### src/rtl/sipo_deser.sv
// Serial-in, parallel-out deserializer with a registered output word and
// backpressure: a full shifter stalls serial input until the output word drains.
module sipo_deser #(
    parameter int WIDTH     = 8,
    parameter bit MSB_FIRST = 1'b1
) (
    input  logic                         i_clk,
    input  logic                         i_rst,
    input  logic                         i_d,
    input  logic                         i_d_valid,
    output logic                         o_d_ready,
    input  logic                         i_flush,
    output logic [WIDTH-1:0]             o_data,
    output logic                         o_valid,
    input  logic                         i_ready,
    output logic [$clog2(WIDTH+1)-1:0]   o_cnt
);

    localparam int CW = $clog2(WIDTH + 1);
    localparam logic [CW-1:0] CNT_LAST = CW'(WIDTH - 1);
    localparam logic [CW-1:0] CNT_FULL = CW'(WIDTH);

    typedef enum logic {
        COLLECT = 1'b0,
        STALL   = 1'b1
    } state_t;

    state_t            state_q, state_d;
    logic [WIDTH-1:0]  shifter_q;
    logic [WIDTH-1:0]  shift_next;
    logic [WIDTH-1:0]  load_word;
    logic [CW-1:0]     cnt_q, cnt_d;
    logic [WIDTH-1:0]  data_q;
    logic              valid_q, valid_d;
    logic              accept, drain, hold_free;
    logic              shift_en, load, load_from_stall;

    // Ready is forced low during reset so no bit can be accepted on a reset edge.
    assign o_d_ready = (state_q == COLLECT) && !i_rst;
    assign accept    = i_d_valid && o_d_ready;
    assign drain     = valid_q && i_ready;
    assign hold_free = !valid_q || drain;

    assign shift_next = MSB_FIRST ? {shifter_q[WIDTH-2:0], i_d}
                                  : {i_d, shifter_q[WIDTH-1:1]};
    assign load_word  = load_from_stall ? shifter_q : shift_next;

    always_comb begin
        // NOTE: every output of this block gets a default first, so no path
        // leaves a signal unassigned and no latch is inferred.
        state_d         = state_q;
        cnt_d           = cnt_q;
        shift_en        = 1'b0;
        load            = 1'b0;
        load_from_stall = 1'b0;

        if (i_flush) begin
            state_d = COLLECT;
            cnt_d   = '0;
        end else begin
            unique case (state_q)
                COLLECT: begin
                    if (accept) begin
                        if (cnt_q == CNT_LAST) begin
                            if (hold_free) begin
                                load  = 1'b1;
                                cnt_d = '0;
                            end else begin
                                shift_en = 1'b1;
                                cnt_d    = CNT_FULL;
                                state_d  = STALL;
                            end
                        end else begin
                            shift_en = 1'b1;
                            cnt_d    = cnt_q + CW'(1);
                        end
                    end
                end
                STALL: begin
                    if (drain) begin
                        load            = 1'b1;
                        load_from_stall = 1'b1;
                        cnt_d           = '0;
                        state_d         = COLLECT;
                    end
                end
                default: state_d = COLLECT;
            endcase
        end
    end

    // A load on the same edge as a drain keeps valid high: no bubble.
    assign valid_d = load ? 1'b1 : (drain ? 1'b0 : valid_q);

    always_ff @(posedge i_clk) begin
        // NOTE: sequential state uses non-blocking assignments so every register
        // samples pre-edge values regardless of statement order.
        if (i_rst) begin
            state_q   <= COLLECT;
            cnt_q     <= '0;
            shifter_q <= '0;
            data_q    <= '0;
            valid_q   <= 1'b0;
        end else begin
            state_q <= state_d;
            cnt_q   <= cnt_d;
            valid_q <= valid_d;
            if (shift_en) shifter_q <= shift_next;
            if (load)     data_q    <= load_word;
        end
    end

    assign o_data  = data_q;
    assign o_valid = valid_q;
    assign o_cnt   = cnt_q;

endmodule

### config.mk
export PLATFORM = sky130hd
export DESIGN_NAME = sipo_deser
export DESIGN_NICKNAME = d
export VERILOG_FILES = /design/src/rtl/sipo_deser.sv
export SDC_FILE = /design/constraint.sdc
export NUM_CORES = 1
export LEC_CHECK = 0
export CORE_UTILIZATION = 30
export DETAILED_ROUTE_END_ITERATION = 8
export GPL_TIMING_DRIVEN = 0
export PLACE_DENSITY = 0.57
export SYNTH_ARGS = -nofsm -noshare
export SYNTH_HDL_FRONTEND = slang
export SYNTH_SLANG_ARGS = --single-unit
### constraint.sdc
create_clock -name i_clk -period 2.05 [get_ports i_clk]
set_clock_uncertainty 0.05 [all_clocks]
set_input_delay 0.5125 -clock i_clk [delete_from_list [all_inputs] [get_ports i_clk]]
set_output_delay 0.5125 -clock i_clk [all_outputs]
set_load 0.03 [all_outputs]
* Word level (Yosys, flattened, before mapping)
Index checks and enable logic that the tools add are counted.
** Storage, ports and cells
- Input port bits :: 6
- Register bits :: 22
- Output and inout port bits :: 14
- Logic and storage cells :: 44
** Operators by class
- Equal/unequal tests :: 3
- Muxes and demuxes :: 25
- Reductions and logical operators :: 9
- Add/sub/neg operators :: 1
- Bitwise logic cells :: 1
** Operators with widths (count)
- two-way mux 1 bit :: 17
- two-way mux 4 bit :: 4
- two-way mux 8 bit :: 1
- one-hot mux 4 bit (2 select lines) :: 1
- adder 4 x 1 -> 4 bit (second input constant) :: 1
- equality test 4 x 3 -> 1 bit (second input constant) :: 1
- one-hot mux 1 bit (2 select lines) :: 2
- logical AND 1 bit :: 3
- logical NOT 1 bit :: 2
- inequality test 2 x 1 -> 1 bit (second input constant) :: 1
- inequality test 2 bit (second input constant) :: 1
- AND reduction 2 bit :: 1
- nonzero test 2 bit :: 1
- OR reduction 2 bit :: 1
- logical OR 1 bit :: 1
- NOT 1 bit :: 1

* Longest topological paths before layout
- Depth in word-level cells :: 8
- Mapped depth :: 7
- Depth with buffers taken out :: 5

* Least setup slack after synthesis
No wires, ideal clock.
- Path type :: register -> register
- Start point :: register cnt_q[0] (netlist: o_cnt[0])
- End point :: register shifter_q[0]
- Stages on the path, launching flop included :: 8
- Setup time :: 128 ps
- Arrival :: 1691 ps
- Period minus slack after synthesis :: 1869 ps
- Data required time :: 1872 ps
- Buffers on the path :: 2
- Setup slack :: 181 ps
- Path through :: dfxtp_1 ha_1 and3b_1 buf_2 a21bo_2 buf_2 mux2i_1 nor2_1
** On the way
- Word-level cells in the longest chain between the ends :: 5
** Ends and longest elaborated chain
- from (decl) :: line 32 : logic [CW-1:0] cnt_q, cnt_d;
- from (signal assigned) :: line 106 : cnt_q <= cnt_d;
- equality test 4 x 3 -> 1 bit :: line 64 : if (cnt_q == CNT_LAST) begin
- two-way mux 1 bit :: line 64
- two-way mux 1 bit :: line 63 : if (accept) begin
- two-way mux 1 bit :: line 61 : unique case (state_q)
- two-way mux 1 bit :: line 57 : if (i_flush) begin
- to (signal assigned) :: line 108 : if (shift_en) shifter_q <= shift_next;
- to (decl) :: line 29 : logic [WIDTH-1:0] shifter_q;
Every way passes these cells.
A chain may end at the register's enable or synchronous reset.

* Final worst setup path
- Start point :: register cnt_q[1] (netlist: o_cnt[1])
- End point :: output o_cnt[1]
** RTL lines
- to (decl) :: line 16 : output logic [$clog2(WIDTH+1)-1:0] o_cnt
No word-level cell between the ends.

==> results.py <==
metrics = {
    "logic_synthesis": {
        "yosys.area_share.simple_pct": 17.25,
        "synth-compound-area-share_pct": 11.18,
        "synth_xor_area_share_pct": 0,
        "ys.warnings.count": 0,
        "synth_seq_area_share_pct": 42.77,
        "synth_edf_count": 0,
        "synthArstFlopShare_pct": 0,
        "yosysUniqueCellTypes": 30,
        "synth_fa_ha_area_share_pct": 1.215,
        "synth_top_family_by_area": "multiplexers",
        "syn_inst": 99,
        "synth-seq-cells": 22,
        "ys.flop_type": "dfxtp_1",
        "syn_avg_cell_area_um2": 10.40,
        "synth_area_mm2": 0.001030,
        "synth_fp_nets": 106,
        "muxShareOfSynthArea_pct": 24.30,
    },
    "worst_setup_path": {
        "worstPathRequired_ns": 1.49,
        "crit_path_max_incr_delay_ns": 0.69,
        "crit_buf_inv": 1,
        "end_kind": "primary output",
        "crit_arrival_ns": 1.40,
        "crit_type": "register to primary output",
        "crit_fanout": 5,
        "path_cells": "clkdlybuf4s50_1",
        "cp_top_family": "buffers and inverters",
        "start_kind": "register",
        "critPathSlowestCell": "clkdlybuf4s50_1",
    },
    "global_route": {
        "overflow": 0,
        "grt_max_degree": 12,
        "first_global_vias": 807,
        "antenna_found_initial": 0,
        "grt_use_total_pct": 14.30,
        "grt_pass1_wl_mm": 3.781,
    },
    "power_and_ir_drop": {
        "clkPwrFrac_pct": 28.5,
        "intPower_mw": 0.5227,
        "power.switching_mw": 0.1537,
        "vdd_ir_drop_max_uv": 244.4,
        "total_leakage_power_nw": 0.6585,
        "power_density_mw_per_mm2": 502.4,
        "share_comb_of_total_power_pct": 7.8,
        "seq_power_share_pct": 63.7,
        "sw_frac_of_total_pct": 22.73,
    },
    "worst_hold_path": {
        "min_path_type": "register to register",
    },
    "clock_tree": {
        "cts_root_buf": "clkbuf_4",
        "clockBufferDepth": 2,
        "htree_num_levels": 1,
        "cts_buffers": 3,
        "cts.sinks": 22,
        "cts_tree": "done",
        "cts_hold_buf": 0,
        "insertion_delay_ns": 0.31,
        "clk_pin_slew_ns": 0.12,
    },
    "placed_design": {
        "detailed_place.area_mm2": 0.001275,
        "pre_cts_ws_ns": -0.7957,
        "portBuffers": 19,
        "placedCellCount": 162,
        "hpwl_mm": 1.509,
        "gp_congestion": 0.8063,
    },
    "cells_and_area": {
        "ff_latch_area_um2": 440.4,
        "n_antenna_cell": 0,
        "layout-drive-gt1-share_pct": 20.97,
        "multi_input_area_um2": 555.5,
        "finalInstanceArea_mm2": 0.001346,
        "area_growth_pct": 30.74,
        "final_nets": 133,
        "fin_cells": 168,
        "fillers": 333,
    },
    "sta": {
        "finalCritPeriodShare_pct": 95.70,
        "fin_crit_ns": 1.962,
        "grt_setup_unrepaired": "no",
        "hold_viol": 0,
        "setup_viol": 0,
        "maxSlewViolCount": 0,
        "tightest_slew_ns": 0.4660,
        "max_freq_mhz": 509.7,
        "worst_slack_ns": 0.08808,
        "max-slew-margin-rel_pct": 68.93,
    },
    "die": {
        "die-width_um": 60.59,
        "dieArea_mm2": 0.003671,
        "core_area_mm2": 0.003153,
        "fp.dieH_um": 60.59,
        "ios": 20,
        "std_cell_rows": 20,
        "start_util_pct": 32.66,
    },
    "routing": {
        "ant_nets": 0,
        "wl_mm": 2.111,
        "num_vias": 794,
        "firstDrtPassIters": 3,
        "viasPerCell": 4.726,
        "wl_per_cell_um": 12.57,
        "drt-initial-drc-count": 56,
        "drc": 0,
    },
    "status": {
        "status": "finished clean",
    },
    "run": {
        "maxCapViolations": 0,
    },
}
==> layer usage <==
layer,wire length (µm),vias to the layer above,GRT usage [%]
met3,97,5,2.132
met4,51,0,7.792
met5,0,-,0
met2,946,20,22.76
li1,-,405,-
met1,1015,364,18.68
==> power groups by stage <==
| stage | Clock, mW | Sequential [mW] | Combinational, mW |
|---|---|---|---|
| 3_3_place_gp | 0 | 0.440 | 0.0509 |
| 5_1_grt | 0.226 | 0.432 | 0.0571 |
| 2_1_floorplan | 0 | 0.442 | 0.0263 |
| 4_1_cts | 0.206 | 0.431 | 0.0525 |
| 3_5_place_dp | 0 | 0.441 | 0.0515 |
| 6_report | 0.193 | 0.431 | 0.0525 |
==> final cells by class <==
cell class	count	area share (%)
Buffer	6	3.253
Clock buffer	3	1.673
Multi-Input combinational cell	71	41.26
Sequential cell	22	32.71
Tap cell	44	4.089
Timing Repair Buffer	22	17.01
==> cells by family (layout without fill, tap and decap cells) <==
family          count (synthesis)  count (layout)
buf+inv                         6              31
simple gates                   32              32
mux                            24              24
flops                          22              22
compound gates                 14              14
fa+ha+maj                       1               1
==> through the flow <==
stage	hold WS [ns]	power, mW	utilization, %	setup TNS, ns
finish	0.4598	0.6764	42.70	0
global route	0.4707	0.7145	42.70	0
CTS	0.4681	0.6894	42.10	0
detailed placement	0.4398	0.4920	40.44	-6.210
global placement	0.4299	0.4913	40.44	-5.756
floorplan	0.4097	0.4679	-	0
==> synthesized netlist by cell type (all sizes together) (2+ instances only) <==
cell    count  area [µm²]
mux2i      16       160.2
buf         4       26.27
nor3        2       10.01
clkbuf      2       7.510
nor2       20       75.07
mux2        8       90.09
a31oi       4       40.04
dfxtp      22       440.4
a22oi       2       15.01
==> timing repair <==
item / 4_1_cts / 5_1_grt
setup endpoints to repair: 3 / 17
endpoints found under the hold margin: 0 / 0
resized for setup: 7 / 5
setup buffers: 1 / 2
pin swaps: 0 / 1
gates cloned: 0 / 0
==> sequential cells by signal, summed over array words and instances (netlist names) <==
name,cells
state_q,1
o_cnt,4
o_valid,1
shifter_q,8
o_data,8
==> worst paths after layout <==
| check | cells past startpoint | to | slack [ns] | start |
|---|---|---|---|---|
| max | 1 | o_cnt[1] | 0.09 | o_cnt[1]$_SDFFE_PP0P_ |
| min | 2 | o_data[1]$_SDFFE_PP0P_ | 0.46 | o_data[1]$_SDFFE_PP0P_ |
| max reg2reg | 7 | shifter_q[7]$_SDFFE_PP0P_ | 0.26 | o_cnt[0]$_SDFFE_PP0P_ |
| min reg2reg | 2 | o_data[1]$_SDFFE_PP0P_ | 0.46 | o_data[1]$_SDFFE_PP0P_ |
==> cell usage in the layout (no fill, tap or decap), types with 2 or more instances in the layout <==
master,instances
a22oi_1,2
a31oi_1,3
buf_2,3
buf_4,2
clkbuf_4,3
clkdlybuf4s50_1,14
dfxtp_1,22
dlymetal6s2s_1,3
mux2_2,8
mux2i_1,16
nor2_1,20
nor3_1,2
No activity file was read; power rests on OpenSTA's default activity.
